--- src/rtl/n2t_pkg.sv ---
// Shared definitions for the n2t fetch/execute sequencer: FSM states and
// Hack instruction field positions.
package n2t_pkg;

    typedef enum logic [2:0] {
        ST_RST   = 3'd0,
        ST_IDLE  = 3'd1,
        ST_FETCH = 3'd2,
        ST_EXEC  = 3'd3,
        ST_HALT  = 3'd4,
        ST_FAULT = 3'd5
    } seq_state_t;

    localparam int         C_MARK_MSB = 15;
    localparam int         C_MARK_LSB = 13;
    localparam int         JMP_MSB    = 2;
    localparam int         JMP_LSB    = 0;
    localparam logic [2:0] C_MARK     = 3'b111;
    localparam logic [2:0] JMP_ALWAYS = 3'b111;

endpackage

--- src/rtl/n2t_jump_eval.sv ---
// Combinational Hack jump decision from an instruction word and the ALU flags.
// A-instructions never jump.
module n2t_jump_eval
    import n2t_pkg::*;
#(
    parameter int WIDTH = 16
) (
    input  logic [WIDTH-1:0] instr,
    input  logic             zr,
    input  logic             ng,
    output logic             take
);

    logic       is_c;
    logic [2:0] jmp;
    logic       unused_bits;

    always_comb begin
        is_c        = (instr[C_MARK_MSB:C_MARK_LSB] == C_MARK);
        jmp         = instr[JMP_MSB:JMP_LSB];
        take        = is_c & ((jmp[2] & ng) | (jmp[1] & zr) | (jmp[0] & ~ng & ~zr));
        unused_bits = ^instr;
    end

endmodule

--- src/rtl/n2t_pc_sequencer.sv ---
// Fetch/execute controller driving the Hack PC reset/load/inc controls.
// Optional retired-instruction counter: define N2T_SEQ_RETIRE_CNT_EN.
//
// state    | meaning
// ---------+-----------------------------------------------------------
// ST_RST   | one-cycle pc_reset pulse after reset release
// ST_IDLE  | waiting for run
// ST_FETCH | rom_req high, waiting for rom_ready (timeout guarded)
// ST_EXEC  | one-cycle commit strobe with pc_load or pc_inc
// ST_HALT  | jump-to-self seen, sticky until reset
// ST_FAULT | fetch timeout, sticky until reset
module n2t_pc_sequencer
    import n2t_pkg::*;
#(
    parameter int WIDTH          = 16,
    parameter int TIMEOUT_CYCLES = 255
) (
    input  logic             clk,
    input  logic             reset_n,
    input  logic             run,
    input  logic             rom_ready,
    input  logic [WIDTH-1:0] rom_data,
    input  logic             zr,
    input  logic             ng,
    input  logic [WIDTH-1:0] pc_cur,
    input  logic [WIDTH-1:0] a_reg,
    output logic             rom_req,
    output logic [WIDTH-1:0] instr,
    output logic             pc_reset,
    output logic             pc_load,
    output logic             pc_inc,
    output logic             exec_en,
    output logic             halted,
    output logic             fault
`ifdef N2T_SEQ_RETIRE_CNT_EN
    ,
    output logic [31:0]      retired
`endif
);

    localparam int            CW      = (TIMEOUT_CYCLES > 1) ? $clog2(TIMEOUT_CYCLES) : 1;
    localparam logic [CW-1:0] TC_LAST = CW'(TIMEOUT_CYCLES - 1);

    seq_state_t    state;
    logic [CW-1:0] wait_cnt;
    logic          halt_pend;
    logic          take;
    logic          halt_hit;

    // Decision is made on the word arriving from ROM so that the PC controls
    // are already registered when EXEC begins.
    n2t_jump_eval #(.WIDTH(WIDTH)) u_jump_eval (
        .instr (rom_data),
        .zr    (zr),
        .ng    (ng),
        .take  (take)
    );

    always_comb begin
        halt_hit = take && (rom_data[JMP_MSB:JMP_LSB] == JMP_ALWAYS) && (a_reg == pc_cur);
    end

    always_ff @(posedge clk or negedge reset_n) begin
        if (!reset_n) begin
            state     <= ST_RST;
            wait_cnt  <= '0;
            halt_pend <= 1'b0;
            instr     <= '0;
            rom_req   <= 1'b0;
            pc_reset  <= 1'b0;
            pc_load   <= 1'b0;
            pc_inc    <= 1'b0;
            exec_en   <= 1'b0;
            halted    <= 1'b0;
            fault     <= 1'b0;
        end else begin
            rom_req  <= 1'b0;
            pc_reset <= 1'b0;
            pc_load  <= 1'b0;
            pc_inc   <= 1'b0;
            exec_en  <= 1'b0;
            case (state)
                ST_RST: begin
                    // pc_reset doubles as the "pulse already issued" marker
                    if (!pc_reset) begin
                        pc_reset <= 1'b1;
                    end else begin
                        state <= ST_IDLE;
                    end
                end
                ST_IDLE: begin
                    if (run) begin
                        state    <= ST_FETCH;
                        rom_req  <= 1'b1;
                        wait_cnt <= '0;
                    end
                end
                ST_FETCH: begin
                    if (rom_ready) begin
                        state     <= ST_EXEC;
                        instr     <= rom_data;
                        exec_en   <= 1'b1;
                        pc_load   <= take;
                        pc_inc    <= ~take;
                        halt_pend <= halt_hit;
                    end else if ((TIMEOUT_CYCLES != 0) && (wait_cnt == TC_LAST)) begin
                        state <= ST_FAULT;
                        fault <= 1'b1;
                    end else begin
                        rom_req  <= 1'b1;
                        wait_cnt <= wait_cnt + CW'(1);
                    end
                end
                ST_EXEC: begin
                    if (halt_pend) begin
                        state  <= ST_HALT;
                        halted <= 1'b1;
                    end else if (run) begin
                        state    <= ST_FETCH;
                        rom_req  <= 1'b1;
                        wait_cnt <= '0;
                    end else begin
                        state <= ST_IDLE;
                    end
                end
                ST_HALT:  state <= ST_HALT;
                ST_FAULT: state <= ST_FAULT;
                default:  state <= ST_RST;
            endcase
        end
    end

`ifdef N2T_SEQ_RETIRE_CNT_EN
    always_ff @(posedge clk or negedge reset_n) begin
        if (!reset_n) begin
            retired <= '0;
        end else if ((state == ST_EXEC) && (retired != 32'hFFFF_FFFF)) begin
            retired <= retired + 32'd1;
        end
    end
`endif

endmodule

--- config.mk ---
export PLATFORM = sky130hd
export DESIGN_NAME = n2t_pc_sequencer
export DESIGN_NICKNAME = d
export VERILOG_FILES = /design/src/rtl/n2t_pkg.sv /design/src/rtl/n2t_jump_eval.sv /design/src/rtl/n2t_pc_sequencer.sv
export SDC_FILE = /design/constraint.sdc
export NUM_CORES = 1
export LEC_CHECK = 0
export ABC_AREA = 1
export BUFFER_PORTS_ARGS = -buffer_cell sky130_fd_sc_hd__buf_2
export CORE_MARGIN = 4
export CORE_UTILIZATION = 48
export DETAILED_ROUTE_END_ITERATION = 6
export HOLD_SLACK_MARGIN = 0.08
export PLACE_DENSITY = 0.83
export SLEW_MARGIN = 20
export SYNTH_ARGS = -nofsm -noshare
export SYNTH_HDL_FRONTEND = slang
export SYNTH_SLANG_ARGS = --single-unit
--- constraint.sdc ---
create_clock -name clk -period 1.82 [get_ports clk]
set_input_delay 0.455 -clock clk [delete_from_list [all_inputs] [get_ports clk]]
set_output_delay 0.455 -clock clk [all_outputs]
set_load 0.02 [all_outputs]
==> results.yml, run 1 <==
synth:
  synth_xor_area_share_pct: 4.186
  netlist_area_sq_um: 1883
  synth_most_common_cell: "nand2_1"
  syn_area_per_cell_sq_um: 7.215
  async_flop_share_pct: 100.0
  synth_top_family_by_area: "simple AND/OR/NAND/NOR gates"
  synth_seq_cells: 35
  synth.area.top_cells: "dfrtp_1 47%, nand2_1 21%, inv_1 7.8%"
  synth_warnings: 0
  synth_fp_nets: 317
  yosys.area_share.adder_pct: 1.329
  synth_compound_area_share_pct: 4.585
  synth_largest_area_cell: "dfrtp_1"
  yosysUniqueCellTypes: 25
  synthSimpleGateAreaFrac_pct: 33.36
  synthFlopType: "dfrtp_1"
  synth_edf_count: 0
  synth_mux_area_share_pct: 0
  synth_common_cells: "105 x nand2_1, 39 x inv_1, 35 x dfrtp_1"
  ys_seq_area_share_pct: 46.51
  synth_cells: 261
  yosys.area.top_type_share_pct: 46.51
sta:
  slew-limit-headroom_pct: 71.79
  slew_violations: 0
  setup_viol: 0
  period_minus_slack_ns: 1.544
  rsz0062_at_grt: "false"
  fin_tns_setup_ns: 0
  fin_crit_sh_pct: 84.82
  skew_ns: 0.008632
  max_freq_mhz: 647.8
  finalHoldViolations: 0
  worst_pin_slew_ns: 0.4232
placed_design:
  gp_congestion: 0.7827
  dpl.hpwl_um: 3361
  io_buffer_count: 76
setup_path:
  crit_buf_inv: 2
  worstPathMaxFanout: 13
  crit_top_cell: "nand2_1"
  crit_chain: "inv_1 -> ha_1 -> nand2_1 -> nor2_1 -> nand2_1 -> nand2_2 -> inv_1 -> nand2_1 -> nand2_1"
  end_kind: "flip-flop"
  cp-start-kind: "flip-flop"
  cp.arrival_ns: 1.73
  critPathTopFamily: "simple AND/OR/NAND/NOR gates"
  worst-setup-path-type: "reg -> reg"
  cp.required_ns: 2.01
  critPathMaxStageDelay_ns: 0.42
  crit_path_top_delay_cell: "dfrtp_1"
floorplan:
  start_util_pct: 50.67
  io_pins: 77
  die_h_um: 70.64
  rows: 22
  core_sq_um: 3716
  die_area_sq_um: 4989
  die_x_um: 70.64
final_layout:
  drive_gt1_share_pct: 27.49
  area_delta_synth_final_pct: 26.84
  fin_nets: 397
  postLayoutCoreUtil_pct: 64.28
  multi_input_area_sq_um: 818.3
  regArea_sq_um: 875.8
  diodes: 0
  fillers: 348
pwr:
  combPwrFrac_pct: 40.0
  switching_share_pct: 41.23
  internal_power_mw: 1.663
  power_switching_mw: 1.167
  ir_drop_v: 0.0005038
  clkPwrFrac_pct: 19.3
  power_density_nw_per_um2: 1185
  power_frac_seq_pct: 40.7
  p_total_mw: 2.830
  p_leak_nw: 1.479
run_status:
  outcome: "finished, final reports clean"
global_routing:
  track_usage_pct: 18.39
  grt_antenna_before_repair: 0
  overflow: 0
  grt_pass1_wl_um: 7182
  grt_pass1_vias: 1727
  grt_max_degree: 36
cts:
  clock_sinks: 35
  cts_buffers: 5
  cts_root_buf: "clkbuf_8"
  path_clk_slew_ns: 0.07
  clock_latency_ns: 0.29
  hold_buffers: 0
  htreeDepth: 2
  cts_tree: "built"
  cts_setup_buffers: 0
  post_cts_resized: 0
  clockBufferDepth: 2
drt:
  via_per_inst: 4.679
  drtIter0Drc: 110
  wire_per_inst_um: 11.05
  drt_wl_total_um: 4309
  drc_errors: 0
  drtPass1Iterations: 5
  ant_nets: 0
  vias: 1825
min_path:
  hold_path_class: "in -> async"
flow_run:
  maxCapViolations: 0
flip-flops by register name, indices dropped and copies added (netlist names):
signal     flops
instr         16
wait_cnt       8
state          3
exec_en        1
fault          1
halt_pend      1
halted         1
pc_inc         1
pc_load        1
pc_reset       1
rom_req        1
layout by cell type (no fill, tap or decap), drive strengths merged, types with 2 or more instances in the layout:
cell,count
a21oi,2
buf,78
clkbuf,6
dfrtp,35
ha,2
inv,41
nand2,107
nand3,22
nor2,18
nor3,3
o21ai,12
or2,2
xnor2,6
xor2,3
stage by stage:
| step | hold slack [ns] | instance area (sq um) | std cells | setup WS [ns] |
|---|---|---|---|---|
| 6_report | 0.1767 | 2389 | 390 | 0.2763 |
| 5_1_grt | 0.2053 | 2389 | 390 | 0.09703 |
| 4_1_cts | 0.1838 | 2389 | 390 | 0.2733 |
| 3_5_place_dp | 0.4608 | 2303 | 382 | 0.2803 |
| 3_3_place_gp | 0.4503 | 2303 | 382 | 0.3776 |
| 2_1_floorplan | 0.1594 | 1883 | 261 | 0.5375 |
routing by layer:
layer,global-route usage (%),vias up,wire [um]
li1,-,947,-
met1,19.17,808,1699
met2,32.95,63,2202
met3,5.540,7,308
met4,10.02,0,98
met5,0,-,0
worst register-to-register path, cell delays in order (launching register included):
cell and delay (ns):
dfrtp_1 0.42, inv_1 0.07, ha_1 0.13, nand2_1 0.05
nor2_1 0.13, nand2_1 0.08, nand2_2 0.21, inv_1 0.17
nand2_1 0.11, nand2_1 0.05
power groups by stage:
stage	clock network (mW)	logic, mW	registers, mW
detailed placement	0	1.14	1.16
finish	0.546	1.13	1.15
floorplan	0	0.539	1.38
CTS	0.566	1.14	1.15
global route	0.596	1.28	1.19
global placement	0	1.11	1.15
final cells by class:
type / instances / share of cell area (%)
clock inverters: 2 / 0.5238
clock buffers: 6 / 3.038
well taps: 48 / 2.514
inverters: 41 / 6.443
flip-flops and latches: 35 / 36.67
repair buffers: 78 / 16.55
multi-input cells: 180 / 34.26
path summary, 6_finish.rpt:
check,startpoint,endpoint,slack (ns),cells after the start
setup / recovery,wait_cnt[0],wait_cnt[7],0.28,9
hold / removal,reset_n,rom_req,0.18,2
setup reg to reg,wait_cnt[0],wait_cnt[7],0.28,9
hold reg to reg,fault,fault,0.48,1
max in group asynchronous,reset_n,instr[10],1.33,2
min in group clk,rom_data[8],instr[8],0.35,3
logic make-up (layout without fill, tap and decap cells):
group                      Yosys count  in the layout
DFF                                 35             35
and+or+nand+nor                    153            153
xor gates and xnor gates             9              9
adders and majority gates            2              2
buffers and inverters               46            127
AOI/OAI and AO/OA                   16             16
(Power assumes the default switching activity.)
==> run 2, diff against run 1 <==
--- a/config.mk
+++ b/config.mk
@@ -5,10 +5,10 @@
 export SDC_FILE = /design/constraint.sdc
 export NUM_CORES = 1
 export LEC_CHECK = 0
-export ABC_AREA = 1
+export ABC_AREA = 0
 export BUFFER_PORTS_ARGS = -buffer_cell sky130_fd_sc_hd__buf_2
 export CORE_MARGIN = 4
-export CORE_UTILIZATION = 48
+export CORE_UTILIZATION = 47
 export DETAILED_ROUTE_END_ITERATION = 6
 export HOLD_SLACK_MARGIN = 0.08
 export PLACE_DENSITY = 0.83
==> constraint.sdc (replaced) <==
create_clock -name clk -period 1.5 [get_ports clk]
set_input_delay 0.375 -clock clk [delete_from_list [all_inputs] [get_ports clk]]
set_output_delay 0.375 -clock clk [all_outputs]
set_load 0.02 [all_outputs]
==> run 2 against run 1 <==
Net effect: combinational power rose by 50%; highest routed layer unchanged; clock power rose by 23%; cell count fell by 15%; global-route usage rose by 1.8 points; utilization rose by 8.3 points; routed wire length rose by 6.7%; maximum frequency fell by 6.7%; synthesized cell count fell by 30%; the run now ends with negative setup slack left; design area rose by 4.6%.
==> results.yml, run 2 <==
synth:
  synth.area.top_cells: "dfrtp_1 50%, nand2_1 12%, xnor2_1 8.1%"
  synth_edf_count: 0
  synth_cells: 183
  ys_seq_area_share_pct: 50.32
  syn_area_per_cell_sq_um: 9.510
  synth_seq_cells: 35
  synth_largest_area_cell: "dfrtp_1"
  synthFlopType: "dfrtp_1"
  netlist_area_sq_um: 1740
  synth_fp_nets: 239
  yosys.area.top_type_share_pct: 50.32
  synth_common_cells: "54 x nand2_1, 35 x dfrtp_1, 16 x xnor2_1"
  synth_warnings: 0
  async_flop_share_pct: 100.0
  synth_most_common_cell: "nand2_1"
  yosysUniqueCellTypes: 38
run_status:
  outcome: "finished, violations left"
  failed_checks: "negative setup slack"
final_layout:
  area_delta_synth_final_pct: 43.49
  drive_gt1_share_pct: 43.90
  largest_reg_flops: 16
  finalNonFillerCells: 333
  layout_commonest_cell: "buf_2"
  top_regs: "instr x16, wait_cnt x8, state x3"
  fin_nets: 343
  final_area_sq_um: 2497
  diodes: 0
  regMostFlops: "instr"
  postLayoutCoreUtil_pct: 72.56
  final_cell_mix: "76 x buf_2, 53 x nand2_1, 34 x dfrtp_1"
setup_path:
  worst-setup-path-type: "reg -> reg"
  critPathMaxStageDelay_ns: 0.38
  crit_chain: "inv_1 -> ha_2 -> nand4_1 -> o21a_2 -> mux2_4 -> a22o_1"
  crit_cells: 6
  reg2reg_to: "wait_cnt[5]"
  cp-start-kind: "flip-flop"
  r2r-start: "wait_cnt[0]"
  end_kind: "flip-flop"
  cp.required_ns: 1.67
  crit_buf_inv: 1
  rrSetupSlack_ns: -0.15
  r2r.worst_path.cells: 6
  worstPathMaxFanout: 4
  cp.arrival_ns: 1.83
  critPathTopFamily: "compound AO/OA/AOI/OAI gates"
  crit_path_top_delay_cell: "dfrtp_1"
cts:
  clockBufferDepth: 2
  clock_latency_ns: 0.28
  cts_root_buf: "clkbuf_8"
  clock_sinks: 35
  cts_buffers: 5
  path_clk_slew_ns: 0.07
  htreeDepth: 2
  cts_tree: "built"
floorplan:
  rows: 21
  die_h_um: 68.85
  start_util_pct: 50.56
  die_x_um: 68.85
  die_area_sq_um: 4740
  core_sq_um: 3442
  io_pins: 77
sta:
  slew-limit-headroom_pct: 71.30
  finalWorstSetupSlack_ns: -0.1547
  worst_pin_slew_ns: 0.4305
  period_minus_slack_ns: 1.655
  max_freq_mhz: 604.3
  finalHoldViolations: 0
  skew_ns: 0.004165
  slew_violations: 0
  rsz0062_at_grt: "true"
  fin_crit_sh_pct: 110.3
  setup_viol: 8
pwr:
  p_leak_nw: 1.322
  ir_drop_v: 0.0008248
  clkPwrFrac_pct: 17.8
  power_density_nw_per_um2: 1514
  combPwrFrac_pct: 44.9
  p_total_mw: 3.781
  power_frac_seq_pct: 37.3
  internal_power_mw: 2.315
  power_switching_mw: 1.466
  switching_share_pct: 38.77
global_routing:
  track_usage_pct: 20.18
  grt_antenna_before_repair: 0
  grt_pass1_wl_um: 6996
  grt_max_degree: 36
  grt_pass1_vias: 1663
  overflow: 0
drt:
  via_per_inst: 5.084
  drc_errors: 0
  wire_per_inst_um: 13.80
  drt_wl_total_um: 4596
  ant_nets: 0
  drtPass1Iterations: 4
  drtIter0Drc: 91
  vias: 1693
placed_design:
  gp_congestion: 0.7653
  dpl_cell_area_sq_um: 2307
  io_buffer_count: 76
  dpl.hpwl_um: 3354
  place_inst: 321
flow_run:
  maxCapViolations: 0
min_path:
  hold_path_class: "in -> async"
-- run 2: changes by cell type after synthesis, moves of 5 or more --
cell	change
nand3_1	-14
nand2_1	-51
mux2i_1	+5
o21ai_0	-7
xnor2_1	+10
nand4_1	+6
nor2_1	-8
inv_1	-36
-- run 2: timing repair --
item                       in CTS  in global routing
pin swaps                       6                  6
buffers inserted                2                  3
hold buffers                    0                  0
setup endpoints to repair      10                 28
gates resized for setup         4                 16
-- run 2: layout make-up --
class                   count  area [sq um]
clock buffers               6         82.58
clock inverters             1         5.005
fillers                   271         944.7
inverters                   4         20.02
repair buffers            103         594.3
well taps                  46         57.56
flip-flops and latches     35         877.1
multi-input cells         138         860.8
-- run 2: layer usage --
layer | wire, um | vias to the layer above | global-route usage (%) | part of all wire [%]
met3 | 344 | 8 | 5.348 | 7.5
li1 | - | 820 | - | -
met2 | 2304 | 72 | 34.05 | 50
met4 | 76 | 0 | 8.516 | 1.7
met1 | 1870 | 793 | 24.22 | 41
met5 | 0 | - | 0 | 0
-- run 2: worst max-delay path by stage --
stage / end / slack (ns) / from
global route: wait_cnt[5] / -0.22 / wait_cnt[0]
CTS: wait_cnt[5] / -0.1 / wait_cnt[0]
floorplan: wait_cnt[5] / -0.16 / wait_cnt[0]
detailed placement: wait_cnt[5] / -0.21 / rom_ready
finish: wait_cnt[5] / -0.15 / wait_cnt[0]
global placement: wait_cnt[5] / -0.15 / rom_ready
-- run 2: per-stage QoR --
stage	setup TNS [ns]	setup WS [ns]	hold WS, ns
2_1_floorplan	-0.2743	-0.1561	0.07941
5_1_grt	-1.432	-0.2222	0.1565
6_report	-0.5559	-0.1547	0.1179
4_1_cts	-0.3895	-0.09645	0.1238
3_5_place_dp	-1.279	-0.2092	0.4324
3_3_place_gp	-0.7061	-0.1471	0.4328
-- run 2: kinds of logic (layout without fill, tap and decap cells) --
family                   Yosys count  after routing  share of synthesized area, %
adder cells (fa/ha/maj)            2              2                         1.438
AO/OA/AOI/OAI                     20             20                         7.261
multiplexers                       7              7                         4.385
AND/OR/NAND/NOR                   93             93                         25.59
flip-flops                        35             35                         50.32
buffers and inverters             10            114                         2.947
XOR/XNOR                          16             16                         8.052
-- run 2: power by group through the flow --
stage	combinational, mW	clock (mW)	sequential [mW]
6_report	1.70	0.674	1.41
2_1_floorplan	0.612	0	1.70
3_5_place_dp	1.53	0	1.41
5_1_grt	1.86	0.726	1.45
4_1_cts	1.57	0.691	1.41
3_3_place_gp	1.49	0	1.41
==> run 3, diff against run 2 <==
--- a/config.mk
+++ b/config.mk
@@ -10,6 +10,7 @@
 export CORE_MARGIN = 4
 export CORE_UTILIZATION = 47
 export DETAILED_ROUTE_END_ITERATION = 6
+export GPL_TIMING_DRIVEN = 0
 export HOLD_SLACK_MARGIN = 0.08
 export PLACE_DENSITY = 0.83
 export SLEW_MARGIN = 20
==> run 3 against run 2 <==
Net effect: global-route usage fell by 0.46 points; first-iteration DRC count down 26%; the flow still finishes with violations (negative setup slack); critical path depth stayed put; clock power increased by 1%; largest power group unchanged; clock-buffer cell count unchanged; routed wire length decreased by 7.1%; die area unchanged; total power down 1.1%; design area decreased by 1.9%; via count down 2.7%; register-to-register slack improved by 0.02 ns; clock skew decreased by 0.0023 ns.
==> results.yml, run 3 (synthesis results as in run 2) <==
run_status:
  outcome: "finished, violations left"
  failed_checks: "negative setup slack"
cts:
  hold_buffers: 0
  clockBufferDepth: 2
  cts_root_buf: "clkbuf_8"
  path_clk_slew_ns: 0.07
  cts_buffers: 5
  clock_sinks: 35
  htreeDepth: 2
  cts_tree: "built"
  clock_latency_ns: 0.28
global_routing:
  overflow: 0
  grt_antenna_before_repair: 0
  track_usage_pct: 19.72
  grt_pass1_vias: 1580
  grt_pass1_wl_um: 6727
  grt_max_degree: 36
pwr:
  power_density_nw_per_um2: 1526
  p_total_mw: 3.737
  p_leak_nw: 1.288
  ir_drop_v: 0.0007860
setup_path:
  end_kind: "flip-flop"
  critPathMaxStageDelay_ns: 0.38
  critPathTopFamily: "compound AO/OA/AOI/OAI gates"
  crit_path_top_delay_cell: "dfrtp_1"
  rrSetupSlack_ns: -0.14
  worst-setup-path-type: "reg -> reg"
  crit_chain: "inv_1 -> ha_2 -> nand4_1 -> o21a_2 -> mux2_4 -> a22o_1"
  cp.required_ns: 1.68
  worstPathMaxFanout: 4
  cp-start-kind: "flip-flop"
  crit_buf_inv: 1
  cp.arrival_ns: 1.81
final_layout:
  diodes: 0
  final_cell_mix: "76 x buf_2, 54 x nand2_1, 34 x dfrtp_1"
  layout_commonest_cell: "buf_2"
  area_delta_synth_final_pct: 40.76
  top_regs: "instr x16, wait_cnt x8, state x3"
  drive_gt1_share_pct: 42.29
  fillers: 264
  finalNonFillerCells: 325
  fin_nets: 335
  regMostFlops: "instr"
  multi_input_area_sq_um: 863.3
  regArea_sq_um: 877.1
  largest_reg_flops: 16
sta:
  setup_viol: 7
  slew-limit-headroom_pct: 47.76
  fin_tns_setup_ns: -0.4333
  fin_crit_sh_pct: 109.2
  period_minus_slack_ns: 1.637
  worst_pin_slew_ns: 0.7836
  max_freq_mhz: 610.8
  fin_hold_ws_ns: 0.1610
  finalWorstSetupSlack_ns: -0.1373
  rsz0062_at_grt: "true"
  skew_ns: 0.001853
  slew_violations: 0
  finalHoldViolations: 0
drt:
  via_per_inst: 5.071
  vias: 1648
  drtPass1Iterations: 4
  drt_wl_total_um: 4268
  drtIter0Drc: 67
  wire_per_inst_um: 13.13
  ant_nets: 0
  drc_errors: 0
placed_design:
  gp_congestion: 0.7381
  io_buffer_count: 76
  place_inst: 305
  dpl.hpwl_um: 3021
floorplan:
  core_sq_um: 3442
  die_x_um: 68.85
  start_util_pct: 50.56
  rows: 21
  io_pins: 77
  die_h_um: 68.85
  die_area_sq_um: 4740
flow_run:
  maxCapViolations: 0
min_path:
  hold_path_class: "in -> async"
## run 3: cell type report
type	instances	share of cell area, %
flip-flops and latches	35	35.80
multi-input cells	138	35.24
repair buffers	91	20.74
clock buffers	6	3.371
well taps	46	2.349
plain buffers	4	1.685
inverters	4	0.6129
clock inverters	1	0.2043
## run 3: worst paths after layout
path / start / endpoint / cells after the start
max: wait_cnt[0] / wait_cnt[5] / 6
min: reset_n / pc_reset / 1
max reg2reg: wait_cnt[0] / wait_cnt[5] / 6
min reg2reg: fault / fault / 1
max in group asynchronous: reset_n / state[2] / 1
min in group clk: rom_data[12] / instr[12] / 3
## run 3: routing by layer
metal	GRT usage [%]	vias to the layer above	share of wire, %
met4	8.029	0	1.5
met2	32.98	70	49
met1	22.52	766	41
met3	7.618	6	9.1
li1	-	806	-
met5	0	-	0
## run 3: through the flow
step | worst slack [ns] | util, % | cell area, sq um
floorplan | -0.1561 | - | 1740
global placement | -0.3135 | 63.29 | 2178
detailed placement | -0.3152 | 63.29 | 2178
CTS | -0.1991 | 67.90 | 2337
global route | -0.2002 | 71.17 | 2450
finish | -0.1373 | 71.17 | 2450
## run 3: timing repair
action / 4_1_cts / 5_1_grt
resized for setup: 1 / 29
pin swaps: 1 / 7
cloned: 0 / 0
setup endpoints to repair: 20 / 26
setup buffers: 9 / 9
## run 3: where the power goes
group          switching (mW)  internal, mW  total (mW)
clock                   0.324         0.360       0.684
sequential              0.184          1.24        1.42
combinational           0.928         0.705        1.63
